`config.mk`:
```
export PLATFORM = sky130hd
export DESIGN_NAME = systolic_run_seq
export DESIGN_NICKNAME = d
export VERILOG_FILES = /design/src/rtl/systolic_pkg.sv /design/src/rtl/systolic_run_seq.sv
export SDC_FILE = /design/constraint.sdc
export NUM_CORES = 1
export LEC_CHECK = 0
export ABC_AREA = 1
export CORE_ASPECT_RATIO = 0.9
export CORE_UTILIZATION = 47
export CTS_CLUSTER_DIAMETER = 200
export DETAILED_ROUTE_END_ITERATION = 16
export GPL_ROUTABILITY_DRIVEN = 0
export PLACE_DENSITY = 0.81
export SYNTH_ARGS = -nofsm -noshare
export SYNTH_HDL_FRONTEND = slang
export SYNTH_SLANG_ARGS = --single-unit
```
`constraint.sdc`:
```
create_clock -name clk -period 1.99 [get_ports clk]
set_input_delay 0.398 -clock clk [delete_from_list [all_inputs] [get_ports clk]]
set_output_delay 0.398 -clock clk [all_outputs]
set_load 0.01 [all_outputs]
```
`src/rtl/systolic_pkg.sv`:
```
// systolic_pkg: shared state encoding and control-register map for the systolic run sequencer
package systolic_pkg;
   typedef enum logic [3:0] {
      S_IDLE, S_WR_MAX, S_WR_RUN, S_WR_START, S_POLL_REQ,
      S_POLL_WAIT, S_RD_REQ, S_RD_WAIT, S_RD_OUT, S_FIN
   } state_t;
   localparam logic [15:0] ADR_START = 16'hFFF0;
   localparam logic [15:0] ADR_MAX   = 16'hFFF1;
   localparam logic [15:0] ADR_RUN   = 16'hFFF2;
   localparam logic [8:0]  STAT_OFS  = 9'h100;
endpackage

```
`src/rtl/systolic_run_seq.sv`:
```
// systolic_run_seq: programs a systolic run, polls for completion, then drains all output buffers
module systolic_run_seq import systolic_pkg::*; #(
   parameter int          NUM_OBUF       = 4,
   parameter int          OBUF_DEPTH     = 8,
   parameter logic [6:0]  OBUF_HEAD_BASE = 7'h40,
   parameter int          STAT_EN        = 1,
   parameter int          POLL_MAX       = 1024
) (
   input  logic        clk,
   input  logic        rst,
   input  logic        cmd_valid,
   output logic        cmd_ready,
   input  logic [15:0] max_cntr,
   input  logic [15:0] run_cntr,
   output logic        wen,
   output logic [15:0] ibus_wadr,
   output logic [15:0] ibus_wdata,
   output logic        ren,
   output logic [15:0] ibus_radr,
   input  logic [15:0] ibus_rdata,
   output logic        res_valid,
   input  logic        res_ready,
   output logic [15:0] res_data,
   output logic [3:0]  res_buf,
   output logic [8:0]  res_idx,
   output logic        res_stat,
   output logic        done,
   output logic        err
);
   state_t state, state_n;
   logic [15:0] max_q, run_q, data_q, poll_cnt;
   logic [3:0]  buf_q;
   logic [8:0]  idx_q;
   logic        stat_q;
   logic [6:0]  head;
   logic        poll_last, idx_last, buf_last, last_word;
   assign head      = OBUF_HEAD_BASE + {3'b000, buf_q};
   assign poll_last = poll_cnt == 16'(POLL_MAX - 1);
   assign idx_last  = idx_q == 9'(OBUF_DEPTH - 1);
   assign buf_last  = buf_q == 4'(NUM_OBUF - 1);
   assign last_word = buf_last && ((STAT_EN != 0) ? stat_q : idx_last);
   always_ff @(posedge clk)
      state <= rst ? S_IDLE : state_n;
   always_comb begin
      state_n    = state;
      cmd_ready  = 1'b0;
      wen        = 1'b0;
      ibus_wadr  = '0;
      ibus_wdata = '0;
      ren        = 1'b0;
      ibus_radr  = '0;
      res_valid  = 1'b0;
      res_data   = '0;
      res_buf    = '0;
      res_idx    = '0;
      res_stat   = 1'b0;
      done       = 1'b0;
      case (state)
         S_IDLE: begin
            cmd_ready = 1'b1;
            state_n   = cmd_valid ? S_WR_MAX : S_IDLE;
         end
         S_WR_MAX: begin
            wen        = 1'b1;
            ibus_wadr  = ADR_MAX;
            ibus_wdata = max_q;
            state_n    = S_WR_RUN;
         end
         S_WR_RUN: begin
            wen        = 1'b1;
            ibus_wadr  = ADR_RUN;
            ibus_wdata = run_q;
            state_n    = S_WR_START;
         end
         S_WR_START: begin
            wen        = 1'b1;
            ibus_wadr  = ADR_START;
            ibus_wdata = 16'hFFFF;
            state_n    = S_POLL_REQ;
         end
         S_POLL_REQ: begin
            ren       = 1'b1;
            ibus_radr = ADR_START;
            state_n   = S_POLL_WAIT;
         end
         S_POLL_WAIT: state_n = (ibus_rdata == '0) ? S_RD_REQ : poll_last ? S_FIN : S_POLL_REQ;
         S_RD_REQ: begin
            ren       = 1'b1;
            ibus_radr = {head, idx_q};
            state_n   = S_RD_WAIT;
         end
         S_RD_WAIT: state_n = S_RD_OUT;
         S_RD_OUT: begin
            res_valid = 1'b1;
            res_data  = data_q;
            res_buf   = buf_q;
            res_idx   = idx_q;
            res_stat  = stat_q;
            state_n   = !res_ready ? S_RD_OUT : last_word ? S_FIN : S_RD_REQ;
         end
         S_FIN: begin
            done    = 1'b1;
            state_n = S_IDLE;
         end
         default: state_n = S_IDLE;
      endcase
   end
   always_ff @(posedge clk) begin
      if (rst) begin
         max_q    <= '0;
         run_q    <= '0;
         data_q   <= '0;
         poll_cnt <= '0;
         buf_q    <= '0;
         idx_q    <= '0;
         stat_q   <= 1'b0;
         err      <= 1'b0;
      end else begin
         if (state == S_IDLE && cmd_valid) begin
            max_q    <= max_cntr;
            run_q    <= run_cntr;
            poll_cnt <= '0;
            buf_q    <= '0;
            idx_q    <= '0;
            stat_q   <= 1'b0;
            err      <= 1'b0;
         end
         if (state == S_POLL_WAIT && ibus_rdata != '0) begin
            poll_cnt <= poll_cnt + 16'd1;
            if (poll_last) err <= 1'b1;
         end
         if (state == S_RD_WAIT) data_q <= ibus_rdata;
         // walk idx within a buffer, then the status word, then move to the next buffer
         if (state == S_RD_OUT && res_ready) begin
            if (!stat_q && !idx_last) idx_q <= idx_q + 9'd1;
            else if (!stat_q && STAT_EN != 0) begin
               stat_q <= 1'b1;
               idx_q  <= STAT_OFS;
            end else begin
               buf_q  <= buf_q + 4'd1;
               idx_q  <= '0;
               stat_q <= 1'b0;
            end
         end
      end
   end
endmodule

```
==> flow_metrics.tcl, run 1 <==
set metrics [dict create \
    outcome "finished with violations" \
    failing_checks "setup timing" \
    wire_length_of_the_first_global_routing_pass_um 18910 \
    report.final.slew_viol_count 0 \
    timing.critical_path.required_ns 1.59 \
    place_ws_ns -0.09248 \
    setup.worst_path.start "state[3]" \
    critPathLaunchType "flip-flop" \
    maxSlewHeadroom 0.5278 \
    crit_path_max_incr_delay_ns 0.36 \
    syn_avg_cell_area_um2 6.615 \
    synth_enable_flop_cells 0 \
    h_tree_lvls 3 \
    yosysUniqueCellTypes 29 \
    largest_net_degree_at_the_start_of_global_routing 65 \
    vdd_ir_drop_max_v 0.0004746 \
    critical_path.most_common_cell "buf_4" \
    clock_pin_transition_on_the_worst_setup_and_hold_timing_paths_ns 0.09 \
    synthFlopType "dfxtp_1" \
    timing.clock.skew_ns 0.01120 \
    worst-endpoint-arrival_ns 1.61 \
    final_util 0.6789 \
    timing.setup.tns_ns -0.02006 \
    fp.dieArea_um2 9507 \
    flow.area_growth_from_synthesis_pct 38.24 \
    initial_antenna_violation_count 0 \
    hold_buffers 0 \
    cts_made_buffers 9 \
    worstPathCellList "nor2_4 > inv_1 > buf_4 > nor3_1 > buf_4 > clkdlybuf4s15_1" \
    effective_utilization_at_floorplan 0.4911 \
    worst_hold_path.num_cells 2 \
    postSynthRegisterBits 83 \
    routed_length_per_placed_instance_um 13.95 \
    worstMarginPinSlew_ns 0.7075 \
    synth.yosys.warnings 0 \
    filler_cell_count 758 \
    ctsLongestPathBuffers 2 \
    route.detailed.vias_per_inst 5.147 \
    final_period_minus_worst_setup_slack_ns 2.010 \
    top_level_ports 136 \
    clk_root_buffer_cell "clkbuf_8" \
    fin_ws_ns -0.02006 \
    grt_pass1_vias 4152 \
    timing.final.setup_violations 1 \
    fin_total_pwr_w 0.004264 \
    fin_nets 838 \
    seq_area_um2 1669 \
    placeableCoreArea_um2 8728 \
    postPlaceCellArea_um2 5754 \
    floorplan.die.height_um 92.60 \
    firstDrtPassIters 5 \
    detailed_place_hpwl_um 8390 \
    worstReg2RegEnd "data_q[13]" \
    final_antenna_net_count 0 \
    remaining_drc_errors 0 \
    hold_violations 0 \
    critPathSlowestCell "dfxtp_2" \
    reg2reg_from "state[2]" \
    timing.final.crit_share 1.010 \
    max-cap-violations 0 \
    class_of_the_most_critical_hold_timing_path "flip-flop to flip-flop" \
    rsz_0062_raised_after_global_routing "yes" \
    die_w_um 102.7 \
    power_density_nw_per_um2 719.7 \
    multiInputGateArea_um2 2136 \
    grt_usage 0.2496 \
    tritoncts "yes" \
    max_clock_freq_ghz 0.4975 \
    mappedNetlistArea_um2 4287 \
    grt_overflow 0 \
    routed_wl_um 12650 \
    placementRows 32 \
    buffer_ports.inserted 133 \
    path_class "flip-flop to primary output" \
    worst-r2r-setup-slack_ns 0.10 \
    worst-path-max-fanout 3 \
    async_flop_share 0 \
    finish.instance_area_um2 5926 \
    cellLeakagePower_nw 2.423 \
    timing.critical_path.to_type "primary output" \
    vias 4668 \
    synth_sequential_area_ratio 0.3876 \
    r2r_cells 8 \
    clkLatencyLatePin_ns 0.35 \
    netlist_instances 648 \
    antenna_diode_count 0 \
    drive_above_1_share 0.2107 \
    crit_end "ibus_wadr[1]" \
    clock_sinks 83 \
    detail_route.iter0.violations 225 \
]
layout make-up:
class / count / area share
clock buffers: 11 / 0.02555
clock inverters: 5 / 0.01035
inverters: 95 / 0.06018
multi-input cells: 423 / 0.3604
flip-flops and latches: 83 / 0.2817
well taps: 119 / 0.02513
repair buffers: 171 / 0.2367
metal layers:
layer  wire [um]  vias up  track usage
li1            -     2346            -
met1        5307     2132       0.3046
met3         784       21      0.04830
met4         213        0      0.06667
met5           0        -            0
met2        6344      169       0.4417
power by group:
part           total [W]  leakage [nW]  internal (W)  switching [W]
Combinational    0.00117          1.64      0.000507       0.000659
Clock            0.00127         0.109      0.000653       0.000618
Sequential       0.00183         0.678       0.00178      0.0000470
worst max-delay path: cells and delay by family (launching register included):
kind	cells	cell delay [ns]
buffers and inverters	4	0.63
flip-flops	1	0.36
AND/OR/NAND/NOR	2	0.29
cell usage in the layout (no fill, tap or decap), drive strengths merged, types with 2 or more instances in the layout:
cell,count
conb,2
buf,79
o21ai,77
ha,3
nand3,30
o221ai,16
nor2,105
dlygate4sd2,10
inv,94
clkdlybuf4s50,52
clkinv,5
nand2,96
nand4,3
a21oi,76
dfxtp,83
a21boi,2
clkbuf,35
clkdlybuf4s15,4
dlymetal6s2s,2
nor3,8
worst min-delay path by stage:
stage,endpoint,from,slack [ns]
2_1_floorplan,max_q[0],max_q[0],0.43
3_3_place_gp,data_q[13],data_q[13],0.44
3_5_place_dp,data_q[2],data_q[2],0.44
4_1_cts,data_q[2],data_q[2],0.45
5_1_grt,run_q[6],run_q[6],0.47
6_report,run_q[8],run_q[8],0.46
synth_stat cells (2+ instances only):
master	n	share of area
nor2_1	99	0.087
nand2_1	94	0.082
inv_1	91	0.080
dfxtp_1	83	0.39
o21ai_0	76	0.089
a21oi_1	75	0.088
nand3_1	29	0.034
clkbuf_1	23	0.020
buf_4	19	0.033
o221ai_1	16	0.033
nor3_1	8	0.0093
buf_2	6	0.0070
nor2_2	4	0.0058
ha_1	3	0.0088
inv_2	3	0.0026
nand4_1	3	0.0044
a21boi_0	2	0.0035
nand2_2	2	0.0029
nor2_4	2	0.0053
registers in the layout, summed over array words and instances (netlist names):
signal    cells
buf_q         4
data_q       16
err           1
idx_q         9
max_q        16
poll_cnt     16
run_q        16
stat_q        1
state         4
metrics by stage:
stage,hold slack [ns],std cells
2_1_floorplan,0.4294,649
3_3_place_gp,0.4396,877
3_5_place_dp,0.4439,877
4_1_cts,0.4542,898
5_1_grt,0.4702,907
6_report,0.4562,907
timing repair:
action	in CTS	in global routing
setup endpoints to repair	81	74
cloned	1	3
pin swaps	1	3
resized for setup	205	104
setup buffers	4	6
logic make-up (layout without fill, tap and decap cells):
kind of cell | Yosys count | after routing | synth area share
simple gates | 245 | 245 | 0.2379
other cells | 1 | 2 | 0.0008748
buf+inv | 143 | 282 | 0.1436
xor+xnor | 1 | 1 | 0.002044
fa+ha+maj | 3 | 3 | 0.008758
compound gates | 172 | 172 | 0.2192
flops | 83 | 83 | 0.3876
No activity file was read; power rests on OpenSTA's default activity.
==> run 2: changes to the inputs <==
RECOVER_POWER = 25   (was unset)
==> run 2 against run 1 <==
  * The run still ends with setup timing left
  * Worst hold slack improved by 0.00053 ns
  * Cell area decreased by 0.49%
  * Count of clock-buffer cells in the layout unchanged
  * Critical path depth unchanged
  * Core utilization decreased by 0.33 points
  * Sequential share of layout area increased by 0.14 points
  * Non-clock buffer count unchanged
  * Largest cell class unchanged
  * Largest power group unchanged
==> flow_metrics.tcl, run 2 (synthesis results as in run 1) <==
set metrics [dict create \
    class_of_the_most_critical_hold_timing_path "flip-flop to flip-flop" \
    worstMarginPinSlew_ns 0.7043 \
    vias 4666 \
    max_clock_freq_ghz 0.4976 \
    worstPathCellList "nor2_4 > inv_1 > buf_4 > nor3_1 > buf_4 > clkdlybuf4s15_1" \
    timing.final.crit_share 1.010 \
    final_common_cell "nand2_1" \
    vdd_ir_drop_max_v 0.0004725 \
    largest_net_degree_at_the_start_of_global_routing 65 \
    grt_util_met2 0.4417 \
    failing_checks "setup timing" \
    wire_length_of_the_first_global_routing_pass_um 18910 \
    final_util 0.6756 \
    detailed_place_hpwl_um 8390 \
    clk_root_buffer_cell "clkbuf_8" \
    die_w_um 102.7 \
    critPathLaunchType "flip-flop" \
    power.switching_fraction 0.3101 \
    max-cap-violations 0 \
    clkLatencyLatePin_ns 0.35 \
    share_seq_of_total_power 0.431 \
    timing.clock.skew_ns 0.01046 \
    final_period_minus_worst_setup_slack_ns 2.010 \
    switchingPower_w 0.001316 \
    internal_power_w 0.002927 \
    maxSlewHeadroom 0.5299 \
    floorplan.die.height_um 92.60 \
    rsz_0062_raised_after_global_routing "yes" \
    fin_hold_ws_ns 0.4568 \
    reg2reg_from "state[2]" \
    top_level_ports 136 \
    global_route.usage.met3 0.04830 \
    report.final.slew_viol_count 0 \
    drive_above_1_share 0.2056 \
    worst_hold_startpoint "run_q[8]" \
    clockPowerShare 0.299 \
    antenna_diode_count 0 \
    fin_ws_ns -0.01975 \
    clock_pin_transition_on_the_worst_setup_and_hold_timing_paths_ns 0.09 \
    remaining_drc_errors 0 \
    grt_usage 0.2496 \
    cellLeakagePower_nw 2.414 \
    power_density_nw_per_um2 719.4 \
    layout_common_cells "nand2_1 (95), inv_1 (90), nor2_1 (79), dfxtp_1 (79)" \
    globalRoute.busiestLayer "met2" \
    worst-path-max-fanout 3 \
    filler_cell_count 764 \
    worstReg2RegEnd "data_q[13]" \
    path_class "flip-flop to primary output" \
    timing.critical_path.to_type "primary output" \
    fin_nets 838 \
    power.combinational.fraction 0.270 \
    crit_path_max_incr_delay_ns 0.36 \
    initial_antenna_violation_count 0 \
    buffer_ports.inserted 133 \
    tritoncts "yes" \
    detail_route.iter0.violations 234 \
    fp.dieArea_um2 9507 \
    effective_utilization_at_floorplan 0.4911 \
    worst-r2r-setup-slack_ns 0.14 \
    place_ws_ns -0.09248 \
    flow.area_growth_from_synthesis_pct 37.57 \
    critical_path.most_common_cell "buf_4" \
    timing.final.setup_violations 1 \
    grt_use_met1 0.3046 \
    critPathSlowestCell "dfxtp_2" \
    min_to "run_q[8]" \
    worst_hold_path.num_cells 2 \
    ctsLongestPathBuffers 2 \
    hold_violations 0 \
    firstDrtPassIters 5 \
    timing.critical_path.required_ns 1.59 \
    route.detailed.vias_per_inst 5.144 \
    h_tree_lvls 3 \
    placeableCoreArea_um2 8728 \
    grt_overflow 0 \
    cts_made_buffers 9 \
    routed_wl_um 12630 \
    grt_pass1_vias 4152 \
    placementRows 32 \
    outcome "finished with violations" \
    cp_top_family "buffers and inverters" \
    post_layout_nonfiller_instances 907 \
    worstPathBufferInverterCount 4 \
    r2r_cells 8 \
    clock_sinks 83 \
    dp.cells 877 \
    final_antenna_net_count 0 \
    routed_length_per_placed_instance_um 13.92 \
    worst-endpoint-arrival_ns 1.61 \
]
## run 2: worst max-delay path by stage
stage / end / slack, ns / start / cells after the start
6_report: ibus_wadr[1] / -0.02 / state[3] / 6
5_1_grt: res_data[12] / -0.08 / state[2] / 6
4_1_cts: ibus_radr[14] / -0.17 / state[0] / 5
3_5_place_dp: ibus_wdata[4] / -0.09 / state[1] / 5
3_3_place_gp: ibus_wdata[10] / 0.02 / state[1] / 5
2_1_floorplan: ibus_wadr[10] / 0.21 / state[3] / 4
## run 2: timing repair
action	CTS	global route
setup buffers	4	6
hold buffers	0	0
pin swaps	1	3
cloned	1	3
setup endpoints to repair	81	74
resized for setup	205	104
## run 2: area by class of cell
type                    count  area (um2)  area share
multi-input cells         423        2123      0.3601
clock buffers              11       151.4     0.02567
inverters                  95       356.6     0.06047
flip-flops and latches     83        1669      0.2830
clock inverters             5       61.31     0.01040
repair buffers            171        1386      0.2351
well taps                 119       148.9     0.02525
## run 2: power groups by stage
| stage | logic (W) | clock network, W | registers, W |
|---|---|---|---|
| 6_report | 0.00115 | 0.00127 | 0.00183 |
| 5_1_grt | 0.00126 | 0.00135 | 0.00184 |
| 4_1_cts | 0.00112 | 0.00129 | 0.00182 |
| 3_5_place_dp | 0.00119 | 0 | 0.00186 |
| 3_3_place_gp | 0.00116 | 0 | 0.00185 |
| 2_1_floorplan | 0.000679 | 0 | 0.00185 |
## run 2: routing by layer
layer / share of wire / up-vias
met5: 0 / -
met4: 0.018 / 0
met3: 0.058 / 24
met2: 0.50 / 156
met1: 0.42 / 2140
li1: - / 2346
## run 2: worst register-to-register path: cells and delay by family, from the launching register on
family	cells	cell delay, ns
buffers and inverters	4	0.61
AO/OA/AOI/OAI	2	0.43
flip-flops	1	0.36
AND/OR/NAND/NOR	2	0.32
## run 2: per-stage QoR
| step | power [W] | TNS [ns] | cell area, um2 |
|---|---|---|---|
| after detailed placement | 0.003044 | -1.436 | 5754 |
| after CTS | 0.004230 | -0.3523 | 5948 |
| after floorplan | 0.002526 | 0 | 4290 |
| final | 0.004242 | -0.01975 | 5897 |
| after global routing | 0.004448 | -1.693 | 5897 |
| after global placement | 0.003012 | 0 | 5754 |
